## src/rtl/bcd_frame_accumulator.sv

```systemverilog
// Accumulates an MSD-first BCD digit stream into one binary value per display frame.
// Flags "Er"/illegal codes and digit overflow; emits a registered one-cycle result pulse.
module bcd_frame_accumulator #(
   parameter int unsigned MAX_DIGITS = 8,
   parameter int unsigned W          = 27
) (
   input  logic         clk,
   input  logic         rst_n,
   input  logic         digit_vld,
   input  logic [3:0]   digit,
   input  logic         frame_start,
   input  logic         frame_end,
   output logic [W-1:0] value,
   output logic         err,
   output logic         ovf,
   output logic         result_vld,
   output logic         busy
);

   localparam int unsigned CW = $clog2(MAX_DIGITS + 1);

   typedef enum logic {IDLE, ACCUM} state_t;

   state_t         state, state_n;
   logic [W-1:0]   acc, acc_n;
   logic [CW-1:0]  cnt, cnt_n;
   logic           err_acc, err_n;
   logic           ovf_acc, ovf_n;
   logic           done;
   logic           bad_code;
   logic [W-1:0]   dnum;

   // Non-numeric codes contribute 0 to the sum; the error flag forces value to 0 anyway.
   assign bad_code = (digit >= 4'hA);
   assign dnum     = bad_code ? '0 : W'(digit);

   always_comb begin
      state_n = state;
      acc_n   = acc;
      cnt_n   = cnt;
      err_n   = err_acc;
      ovf_n   = ovf_acc;
      done    = 1'b0;
      if (digit_vld) begin
         if (frame_start) begin
            acc_n   = dnum;
            cnt_n   = CW'(1);
            err_n   = bad_code;
            ovf_n   = 1'b0;
            state_n = ACCUM;
            if (frame_end) begin
               done    = 1'b1;
               state_n = IDLE;
            end
         end else if (state == ACCUM) begin
            if (cnt < CW'(MAX_DIGITS)) begin
               acc_n = (acc << 3) + (acc << 1) + dnum;
               cnt_n = cnt + CW'(1);
            end else begin
               ovf_n = 1'b1;
            end
            if (bad_code) err_n = 1'b1;
            if (frame_end) begin
               done    = 1'b1;
               state_n = IDLE;
            end
         end
      end
   end

   always_ff @(posedge clk or negedge rst_n) begin
      if (!rst_n) begin
         state      <= IDLE;
         acc        <= '0;
         cnt        <= '0;
         err_acc    <= 1'b0;
         ovf_acc    <= 1'b0;
         value      <= '0;
         err        <= 1'b0;
         ovf        <= 1'b0;
         result_vld <= 1'b0;
      end else begin
         state      <= state_n;
         acc        <= acc_n;
         cnt        <= cnt_n;
         err_acc    <= err_n;
         ovf_acc    <= ovf_n;
         result_vld <= done;
         if (done) begin
            value <= err_n ? '0 : acc_n;
            err   <= err_n;
            ovf   <= ovf_n;
         end
      end
   end

   assign busy = (state == ACCUM);

endmodule

```

## config.mk

```make
export PLATFORM = sky130hd
export DESIGN_NAME = bcd_frame_accumulator
export DESIGN_NICKNAME = d
export VERILOG_FILES = /design/src/rtl/bcd_frame_accumulator.sv
export SDC_FILE = /design/constraint.sdc
export NUM_CORES = 1
export LEC_CHECK = 0
export ABC_AREA = 1
export CORE_ASPECT_RATIO = 1.4
export CORE_MARGIN = 2
export CORE_UTILIZATION = 40
export CTS_CLUSTER_DIAMETER = 50
export DETAILED_ROUTE_END_ITERATION = 8
export SLEW_MARGIN = 15
export SYNTH_ARGS = -nofsm -noshare
export SYNTH_HDL_FRONTEND = slang
export SYNTH_SLANG_ARGS = --single-unit
```

## constraint.sdc

```tcl
create_clock -name clk -period 2.75 [get_ports clk]
set_input_delay 0.55 -clock clk [delete_from_list [all_inputs] [get_ports clk]]
set_output_delay 0.55 -clock clk [all_outputs]
set_load 0.02 [all_outputs]
```

======== Word-level counts from Yosys, hierarchy flattened ========
Index checks and enable logic that the tools add are counted.
word-level totals
  flip-flop bits (word level) ............. 64
  latch bits .............................. 0
  RAM bits ................................ 0
  ROM bits ................................ 0
  bits of input ports ..................... 9
  output and inout port bits .............. 31
  word-level logic and storage cells ...... 41
  memories kept ........................... 0
cells by class
  add/sub/neg operators ................... 3
  $mul .................................... 0
  divide/modulo/power cells ............... 0
  $lt $le $gt $ge ......................... 2
  eq/ne operators ......................... 0
  shifts and indexed selects .............. 0
  muxes and demuxes ....................... 24
  bitwise operators ....................... 0
  reductions and logical operators ........ 3
operator list
  kind                                                            count
  27-bit two-way mux                                              5
  27-bit adder                                                    1
  27-bit by 4-bit adder with 27-bit output                        1
  4-bit two-way mux                                               4
  1-bit two-way mux                                               15
  4-bit by 1-bit adder with 4-bit output (second input constant)  1
  4-bit >= comparator (second input constant)                     1
  4-bit < comparator (second input constant)                      1
  2-bit nonzero test                                              2
  3-bit AND reduction                                             1

======== Depth between registers and ports, before layout ========
Gate-level depths: netlist (run 1).
  depth after elaboration ................. 8
  gate-level depth with buffers ........... 19
  mapped depth without buffers ............ 19

======== Least setup slack after synthesis (run 1) ========
No wires, ideal clock.
  path kind ............................... input to register
  from .................................... input port digit[2]
  to ...................................... register value[14]
  library setup time ...................... 116 ps
  arrival time ............................ 2632 ps
  required time ........................... 2634 ps
  path slack .............................. 2 ps
  stages .................................. 17
  path buffers ............................ 0
  path through ............................ o21ai_1 -> nand2_1 -> fa_1 -> inv_1 -> fa_1 -> nand2_1 -> nand2_1 -> nand3_1 -> nand2_2 -> nand2_1 -> nand2_1 -> xor2_1 -> nand2_1 -> nand2_1 -> nand2_1 -> nand2_1 -> nand2_1
on the way
  cells in the longest elaborated chain, start to end .. 8
  elaborated cells on any way between the ends .. 12
ends and longest elaborated chain
  item                                        RTL line  text
  start, declared                             10        input logic [3:0] digit,
  4-bit >= comparator                         34        assign bad_code = (digit >= 4'hA);
  4-bit two-way mux *                         35        assign dnum = bad_code ? '0 : W'(digit);
  27-bit by 4-bit adder with 27-bit output *  57        acc_n = (acc << 3) + (acc << 1) + dnum;
  27-bit two-way mux *                        56        if (cnt < CW'(MAX_DIGITS)) begin
  27-bit two-way mux *                        55        end else if (state == ACCUM) begin
  27-bit two-way mux *                        45        if (frame_start) begin
  27-bit two-way mux *                        44        if (digit_vld) begin
  net acc_n[14]                               25        logic [W-1:0] acc, acc_n;
  27-bit two-way mux *                        90        value <= err_n ? '0 : acc_n;
  end signal, assigned                        90
  end, declared                               13        output logic [W-1:0] value,
The timed path passes the listed nets; every way through them passes the cells marked *.
A chain may end at the register's enable or synchronous reset.

======== Worst setup path after layout (run 1) ========
  from .................................... input port digit[2]
  to ...................................... register value[12]
Same word-level chain as after synthesis.

==> results.toml, run 1 <==
[sta]
tns_ns = 0
setup_viol = 0
worst_slew_pin_slew_ns = 0.585
clock_skew_ns = 0.00470
slew_headroom_pct = 61.0
hold_viol = 0
min_period_ns = 2.50
report.final.slew_viol_count = 0
max_freq_ghz = 0.400
rsz0062_at_grt = "no"
fin_crit_sh_pct = 90.9

[layout]
area_growth_pct = 22.2
fill_cells = 1227
drive_gt1_share_pct = 13.8
final_util_pct = 49.6
layout_common_cells = "nand2_1 (276), inv_1 (105), dfrtp_1 (64), nor2_1 (51), ha_1 (46)"
final_common_cell = "nand2_1"
layout.nets = 839
diodes = 0

[synthesis]
ys_ff_latch = 64
seq_area_frac_synth_pct = 32.3
ys_warn_count = 0
synthFlopType = "dfrtp_1"
synth_edf_count = 0
synthCells = 725
postSynth.asyncResetShare_pct = 100
syn_area_per_cell_um2 = 6.83
yosysUniqueCellTypes = 35
syn_area_um2 = 4950
syn_nets = 785

[global_route]
grt_pass1_vias = 4722
grt_pass1_wl_mm = 23.1
grt.overflow.total = 0
grtUsageTotal_pct = 22.1
grt_max_degree = 41
antenna_found_initial = 0

[clock_tree]
insertion_delay_ns = 0.34
htree_num_levels = 3
root_buffer = "clkbuf_16"
path_clk_slew_ns = 0.06
cts_tree = "yes"
clock_path_buffers = 2
cts_buffers = 9
cts_sinks = 64

[floorplan]
num_rows = 48
fp.dieArea_um2 = 13300
initial_core_util_pct = 40.6
io_pins = 40
die-width_um = 98.0
core_um2 = 12200
die_h_um = 136

[drt]
drt.antenna.violating_nets = 0
drtIter0Drc = 206
wire_per_inst_um = 14.8
drt-pass1-iter-count = 4
vias = 4586
vias_per_cell = 4.91
drt_wl_total_mm = 13.8
drc = 0

[setup_path]
crit_type = "input pin to flip-flop"
regToRegSetupSlack_ns = 0.30
cp-start-kind = "input pin"
worst-path-max-fanout = 3
cp.required_ns = 2.98
cp.arrival_ns = 2.73
crit_path_end_kind = "flip-flop"
worstRegToRegCells = 13

[placement]
globalplace.congestion = 0.917
place.port_buffers = 39
hpwl_mm = 11.0

[power]
power-per-cell-area_nw_per_um2 = 699
vdd_drop_max_v = 0.000499
p_leak_nw = 3.39
total_power_mw = 4.23

[hold_path]
min_path_type = "input pin to asynchronous set/reset pin"

[status]
outcome = "finished clean"

[job]
maxCapViolations = 0
==> cell families (layout without fill, tap and decap cells) <==
kind of cell / count (synthesis) / count (layout) / synth area share [%]
AOI/OAI and AO/OA: 59 / 59 / 7.43
xor gates and xnor gates: 10 / 10 / 1.77
buffers and inverters: 129 / 188 / 10.2
and+or+nand+nor: 412 / 412 / 35.1
DFF: 64 / 64 / 32.3
adders and majority gates: 51 / 51 / 13.2
==> layer usage <==
metal | track usage, % | up-vias | routed length [um]
li1 | - | 2360 | -
met5 | 0 | - | 0
met3 | 2.94 | 43 | 404
met1 | 23.6 | 2098 | 5270
met4 | 11.7 | 0 | 650
met2 | 41.9 | 85 | 7490
==> state kept, by name, summed over array words and instances, names as in the netlist <==
signal and cells:
acc 27, busy 1, cnt 4, err 1, err_acc 1, ovf 1
ovf_acc 1, result_vld 1, value 27
==> stage by stage <==
stage	cells	cell area [um2]	hold WS, ns	setup WS, ns
after floorplan	725	4950	0.254	0.00187
after global placement	918	5590	0.466	-0.619
after detailed placement	918	5590	0.470	-0.591
after CTS	934	6030	0.217	0.00765
after global routing	934	6050	0.252	0.0637
final	934	6050	0.206	0.251
==> area by class of cell <==
class | instances | area [um2] | share of cell area (%)
clock buffers | 10 | 239 | 3.95
clock inverters | 6 | 66.3 | 1.10
inverters | 118 | 445 | 7.36
multi-input cells | 532 | 3010 | 49.8
flip-flops and latches | 64 | 1600 | 26.5
well taps | 150 | 188 | 3.10
repair buffers | 54 | 499 | 8.25
==> what timing repair did <==
action / CTS / global route
pin swaps: 22 / 10
setup buffers: 0 / 0
hold endpoints to repair: 0 / 0
endpoints found under the setup margin: 39 / 25
resized for setup: 36 / 14
hold buffers: 0 / 0
==> power by group <==
group          total [mW]  switching (mW)  internal [mW]
registers            1.23           0.135           1.10
clock network        1.17           0.444          0.730
logic                1.82            1.12          0.703
total                4.23            1.70           2.53
==> worst max-delay path, cell delays in order <==
cell	delay [ns]
clkbuf_2	0.09
o21ai_2	0.15
nand2_2	0.07
fa_1	0.50
inv_2	0.06
fa_2	0.40
buf_4	0.15
nand3_1	0.09
nand3_2	0.11
xnor2_1	0.22
nand2_1	0.08
nand2_1	0.09
o21ai_2	0.06
nand2_1	0.05
nand2_1	0.05
==> path summary, 6_finish.rpt <==
check / start / to
max: digit[2] / value[12]
min: rst_n / ovf_acc
max reg2reg: acc[0] / value[12]
min reg2reg: value[21] / value[21]
max in group asynchronous: rst_n / value[24]
min in group clk: value[21] / value[21]
==> Yosys cell counts, types with 7 or more instances <==
cell type,n,share of area (%)
inv_2,11,0.83
inv_1,106,8.0
o211ai_1,7,1.1
nand2_1,292,22
a21oi_1,23,2.3
nor2_1,51,3.9
o21ai_0,7,0.71
ha_1,49,12
nand2_2,9,1.1
nand3_1,35,3.5
o21ai_1,8,0.81
dfrtp_1,64,32
Note: power is estimated with default switching activity, not from simulation.
==> run 2: changes to the inputs <==
CTS_BUF_LIST = sky130_fd_sc_hd__clkbuf_16   (was not set)
GPL_TIMING_DRIVEN = 0   (was not set)
HOLD_SLACK_MARGIN = 0.02   (was not set)
==> run 2 against run 1 <==
Effect of this change:
- clock skew up 0.0046 ns
- utilization up 0.56 points
- highest routed layer unchanged
- register-to-register slack about the same
- clock power up 14%
- power up 4.3%
- critical path depth up 3
- combinational power about the same
- critical path type unchanged
- sequential share of layout area down 0.30 points
- cell area up 1.1%
==> results.toml, run 2 (same netlist as run 1, synthesis figures left out) <==
[status]
outcome = "finished clean"

[clock_tree]
path_clk_slew_ns = 0.06
insertion_delay_ns = 0.33
root_buffer = "clkbuf_16"
cts_buffers = 9
cts_tree = "yes"
htree_num_levels = 3
ctsHoldBuffers = 0
clock_path_buffers = 2
cts_sinks = 64

[sta]
final.setup.worst_slack_ns = 0.190
slew_headroom_pct = 61.5
clock_skew_ns = 0.00929
min_period_ns = 2.56
max_freq_ghz = 0.391
rsz0062_at_grt = "no"
report.final.slew_viol_count = 0
worst_slew_pin_slew_ns = 0.577
setup_viol = 0
hold_viol = 0
fin_crit_sh_pct = 93.1

[layout]
drive_gt1_share_pct = 14.7
layout.nets = 838
diodes = 0
biggestRegsByFlops = "acc: 27 flops, value: 27 flops, cnt: 4 flops"
area_growth_pct = 23.6
final_common_cell = "nand2_1"
layout_common_cells = "nand2_1 (272), inv_1 (105), dfrtp_1 (64), nor2_1 (51), ha_1 (46)"

[drt]
vias = 4603
drt-pass1-iter-count = 4
drc = 0
wire_per_inst_um = 14.5
drt_wl_total_mm = 13.5
vias_per_cell = 4.93
drtIter0Drc = 132
drt.antenna.violating_nets = 0

[power]
p_leak_nw = 3.41
vdd_drop_max_v = 0.000559
p_int_mw = 2.68
total_power_mw = 4.41
p_switching_mw = 1.73
comb_power_share_pct = 41.9
power-per-cell-area_nw_per_um2 = 720
seqPwrFrac_pct = 27.8
sw_frac_of_total_pct = 39.2
clkPwrFrac_pct = 30.2

[placement]
pre_cts_ws_ns = -0.803
place.port_buffers = 38
hpwl_mm = 10.9
globalplace.congestion = 0.925

[job]
maxCapViolations = 0

[setup_path]
crit_path_end_kind = "flip-flop"
cp.required_ns = 2.98
crit_path_start = "digit[2]"
r2r-end = "value[24]"
cp-start-kind = "input pin"
regToRegSetupSlack_ns = 0.30
crit_path_end = "value[24]"
cp.arrival_ns = 2.79
crit_type = "input pin to flip-flop"
reg2reg_from = "acc[0]"
worstRegToRegCells = 16
worst-path-max-fanout = 3

[global_route]
grt_max_degree = 42
antenna_found_initial = 0
grtUsageTotal_pct = 21.3
grt.overflow.total = 0
grt_pass1_vias = 4719
grt_pass1_wl_mm = 22.3

[floorplan]
num_rows = 48
initial_core_util_pct = 40.6
fp.dieArea_um2 = 13300
core_um2 = 12200
die-width_um = 98.0
die_h_um = 136
io_pins = 40

[hold_path]
min_path_type = "input pin to asynchronous set/reset pin"
[run 2: cell types whose count changed in the layout (fill, tap and decap cells not counted), sizes merged]
cell           before  now
clkdlybuf4s50      35   34
inv               120  119
buf                16   14
clkbuf             13   14
clkinvlp            0    1
clkinv              3    2
bufinv              1    3
[run 2: critical path, stage by stage]
cell      delay, ns
clkbuf_2       0.09
o21ai_2        0.16
nand2_2        0.08
fa_1           0.52
inv_2          0.05
fa_2           0.41
nand2_2        0.10
nand2_4        0.07
nand3_4        0.08
nand2_4        0.07
nand2_2        0.08
nand3_1        0.08
nand2_1        0.08
nand3_2        0.08
nand2_1        0.07
nand2_1        0.08
nand2_1        0.06
nand2_1        0.05
[run 2: power by group through the flow]
stage	combinational (mW)	sequential (mW)	clock, mW
2_1_floorplan	1.08	1.30	0
3_3_place_gp	1.68	1.24	0
3_5_place_dp	1.70	1.24	0
4_1_cts	1.79	1.23	1.35
5_1_grt	2.08	1.25	1.40
6_report	1.85	1.23	1.33
[run 2: routing by layer]
layer | GRT usage [%] | part of all wire, % | wire, um
met4 | 10.9 | 4.7 | 635
met2 | 40.3 | 54 | 7240
met5 | 0 | 0 | 0
met3 | 3.51 | 2.4 | 320
met1 | 22.4 | 39 | 5300
[run 2: layout make-up]
type	count	area (um2)
Buffer	11	57.6
Multi-Input combinational cell	532	3080
Fill cell	1187	6070
Inverter	118	445
Clock buffer	9	225
Clock inverter	7	119
Timing Repair Buffer	42	405
Tap cell	150	188
Sequential cell	64	1600
[run 2: repair_timing]
| action | 4_1_cts | 5_1_grt |
|---|---|---|
| endpoints found under the hold margin | 0 | 0 |
| setup buffers | 3 | 0 |
| pin swaps | 10 | 23 |
| endpoints found under the setup margin | 44 | 19 |
| resized for setup | 34 | 31 |
[run 2: per-stage QoR]
stage	TNS [ns]	util, %	hold slack [ns]	area, um2	instances
after floorplan	0	-	0.254	4950	725
after global placement	-83.87	45.3	0.463	5520	913
after detailed placement	-28.11	45.4	0.472	5540	914
after CTS	0	49.4	0.120	6020	933
after global routing	0	50.2	0.136	6120	933
final	0	50.2	0.118	6120	933
[run 2: how the worst min path moves through the flow]
stage	start	end	slack, ns	cells past startpoint
2_1_floorplan	rst_n	acc[0]	0.25	0
3_3_place_gp	value[21]	value[21]	0.46	2
3_5_place_dp	value[14]	value[14]	0.47	2
4_1_cts	rst_n	acc[7]	0.12	1
5_1_grt	rst_n	cnt[1]	0.14	1
6_report	rst_n	ovf_acc	0.12	1
==> run 3: changes to the inputs <==
CORE_ASPECT_RATIO = 0.7   (was 1.4)
==> run 3 against run 2 <==
Effect of this change:
- combinational power is 4% lower
- sequential share of layout area is 0.68 points higher
- count of clock-buffer cells in the layout stayed put
- register-to-register slack worse by 0.03 ns
- clock skew hardly changed
- clock power is 7% lower
- global-route usage is 0.52 points higher
- fmax is 2.1% lower
- non-clock buffer count stayed put
==> results.toml, run 3 (same netlist as run 1, synthesis figures left out) <==
[status]
outcome = "finished clean"

[clock_tree]
clock_path_buffers = 2
cts_tree = "yes"
htree_num_levels = 3
path_clk_slew_ns = 0.06
root_buffer = "clkbuf_16"
cts_buffers = 9
cts_sinks = 64
insertion_delay_ns = 0.33

[drt]
drt-pass1-iter-count = 5
drt_wl_total_mm = 13.3
drtIter0Drc = 276
vias = 4605
vias_per_cell = 4.90
drt.antenna.violating_nets = 0
drc = 0
wire_per_inst_um = 14.1

[placement]
place.port_buffers = 38
placed_area_um2 = 5550
globalplace.congestion = 0.978
hpwl_mm = 10.7

[setup_path]
cp.arrival_ns = 2.84
path_cells = "clkbuf_2, o21ai_2, buf_4, buf_4, nand2_1, inv_1, ha_2, ha_4, fa_2, nand2_2, nand2_2, nand3_2, nand2_4, nand2_1, nand3_1, nand2_1, nand3_2, nand2_1, nand2_2, nand2_1, nand2_1"
regToRegSetupSlack_ns = 0.27
cp-start-kind = "input pin"
crit_type = "input pin to flip-flop"
worst-path-max-fanout = 4
crit_path_end_kind = "flip-flop"
max_stage_delay_ns = 0.39
crit_slowest_cell = "fa_2"
cp.required_ns = 2.98
critical_path.most_common_cell = "nand2_1"

[sta]
worst_slew_pin_slew_ns = 0.636
setup_viol = 0
max_freq_ghz = 0.383
hold_viol = 0
fin_crit_sh_pct = 95.0
min_period_ns = 2.61
rsz0062_at_grt = "yes"
slew_headroom_pct = 57.6
report.final.slew_viol_count = 0
clock_skew_ns = 0.00942
tns_ns = 0

[layout]
biggestRegsByFlops = "acc: 27 flops, value: 27 flops, cnt: 4 flops"
final_util_pct = 50.2
area_growth_pct = 20.5
final_common_cell = "nand2_1"
drive_gt1_share_pct = 11.9
fill_cells = 1162
regArea_um2 = 1600
design_area_um2 = 5960
layout.nets = 838
multiInputGateArea_um2 = 2940
diodes = 0
layout_common_cells = "nand2_1 (283), inv_1 (105), dfrtp_1 (64), nor2_1 (51), ha_1 (47)"

[global_route]
grt_pass1_wl_mm = 22.8
grt_pass1_vias = 4481
antenna_found_initial = 0
grtUsageTotal_pct = 21.8
grt.overflow.total = 0
grt_max_degree = 34

[floorplan]
num_rows = 33
fp.dieArea_um2 = 13300
initial_core_util_pct = 41.6
io_pins = 40
die-width_um = 137
die_h_um = 97.1
core_um2 = 11900

[hold_path]
min_path_type = "input pin to asynchronous set/reset pin"

[power]
power-per-cell-area_nw_per_um2 = 710
vdd_drop_max_v = 0.000448
p_leak_nw = 3.36

[job]
maxCapViolations = 0
run 3: cell count changes in the layout (fill, tap and decap cells not counted), moves of 4 or more:
cell and change:
nand2_1 +11, nand3_1 +8, nand3_2 -4, nand2_2 -7
nand2_4 -4, nand3_4 -4
run 3: through the flow:
stage | setup slack (ns) | std cells | hold slack, ns | power (mW)
global placement | -0.967 | 920 | 0.462 | 2.91
CTS | 0.00598 | 939 | 0.158 | 4.22
global route | -0.0128 | 940 | 0.174 | 4.55
floorplan | 0.00187 | 725 | 0.254 | 2.38
detailed placement | -0.986 | 921 | 0.464 | 2.93
finish | 0.137 | 940 | 0.143 | 4.24
run 3: path summary, 6_finish.rpt:
| path | start | end | cells after the start |
|---|---|---|---|
| worst max-delay path | digit[3] | value[26] | 21 |
| worst min-delay path | rst_n | err | 1 |
| worst max register to register | acc[5] | value[26] | 14 |
| worst min register to register | value[25] | value[25] | 2 |
| max in group asynchronous | rst_n | value[1] | 2 |
| min in group clk | value[25] | value[25] | 2 |
run 3: cell type report:
type / count / share of cell area, %
sequential: 64 / 26.9
clock inverter: 7 / 1.59
timing repair buffer: 42 / 6.80
buffer: 11 / 0.965
multi-input combinational: 532 / 49.3
tap: 157 / 3.29
clock buffer: 9 / 3.78
inverter: 118 / 7.47
run 3: what timing repair did:
item / in CTS / in global routing
hold buffers: 0 / 0
endpoints found under the setup margin: 46 / 31
resized for setup: 18 / 17
setup buffers: 2 / 1
gates cloned: 0 / 0
pin swaps: 10 / 7
run 3: critical path, delay by kind of cell:
family	cells	cell delay, ns
compound gates	1	0.07
simple gates	13	1.03
fa+ha+maj	3	0.74
buf+inv	4	0.44
run 3: per-layer routing:
| layer | GRT usage (%) | routed length, um | vias to the layer above |
|---|---|---|---|
| li1 | - | - | 2371 |
| met1 | 36.4 | 7510 | 2105 |
| met2 | 28.1 | 4870 | 117 |
| met3 | 4.28 | 733 | 12 |
| met4 | 4.52 | 155 | 0 |
| met5 | 0 | 0 | - |
run 3: power by group:
| group | switching (mW) | internal, mW | leakage (nW) | total, mW |
|---|---|---|---|---|
| clock network | 0.448 | 0.795 | 0.157 | 1.24 |
| registers | 0.129 | 1.10 | 0.846 | 1.23 |
| logic | 1.11 | 0.656 | 2.35 | 1.77 |
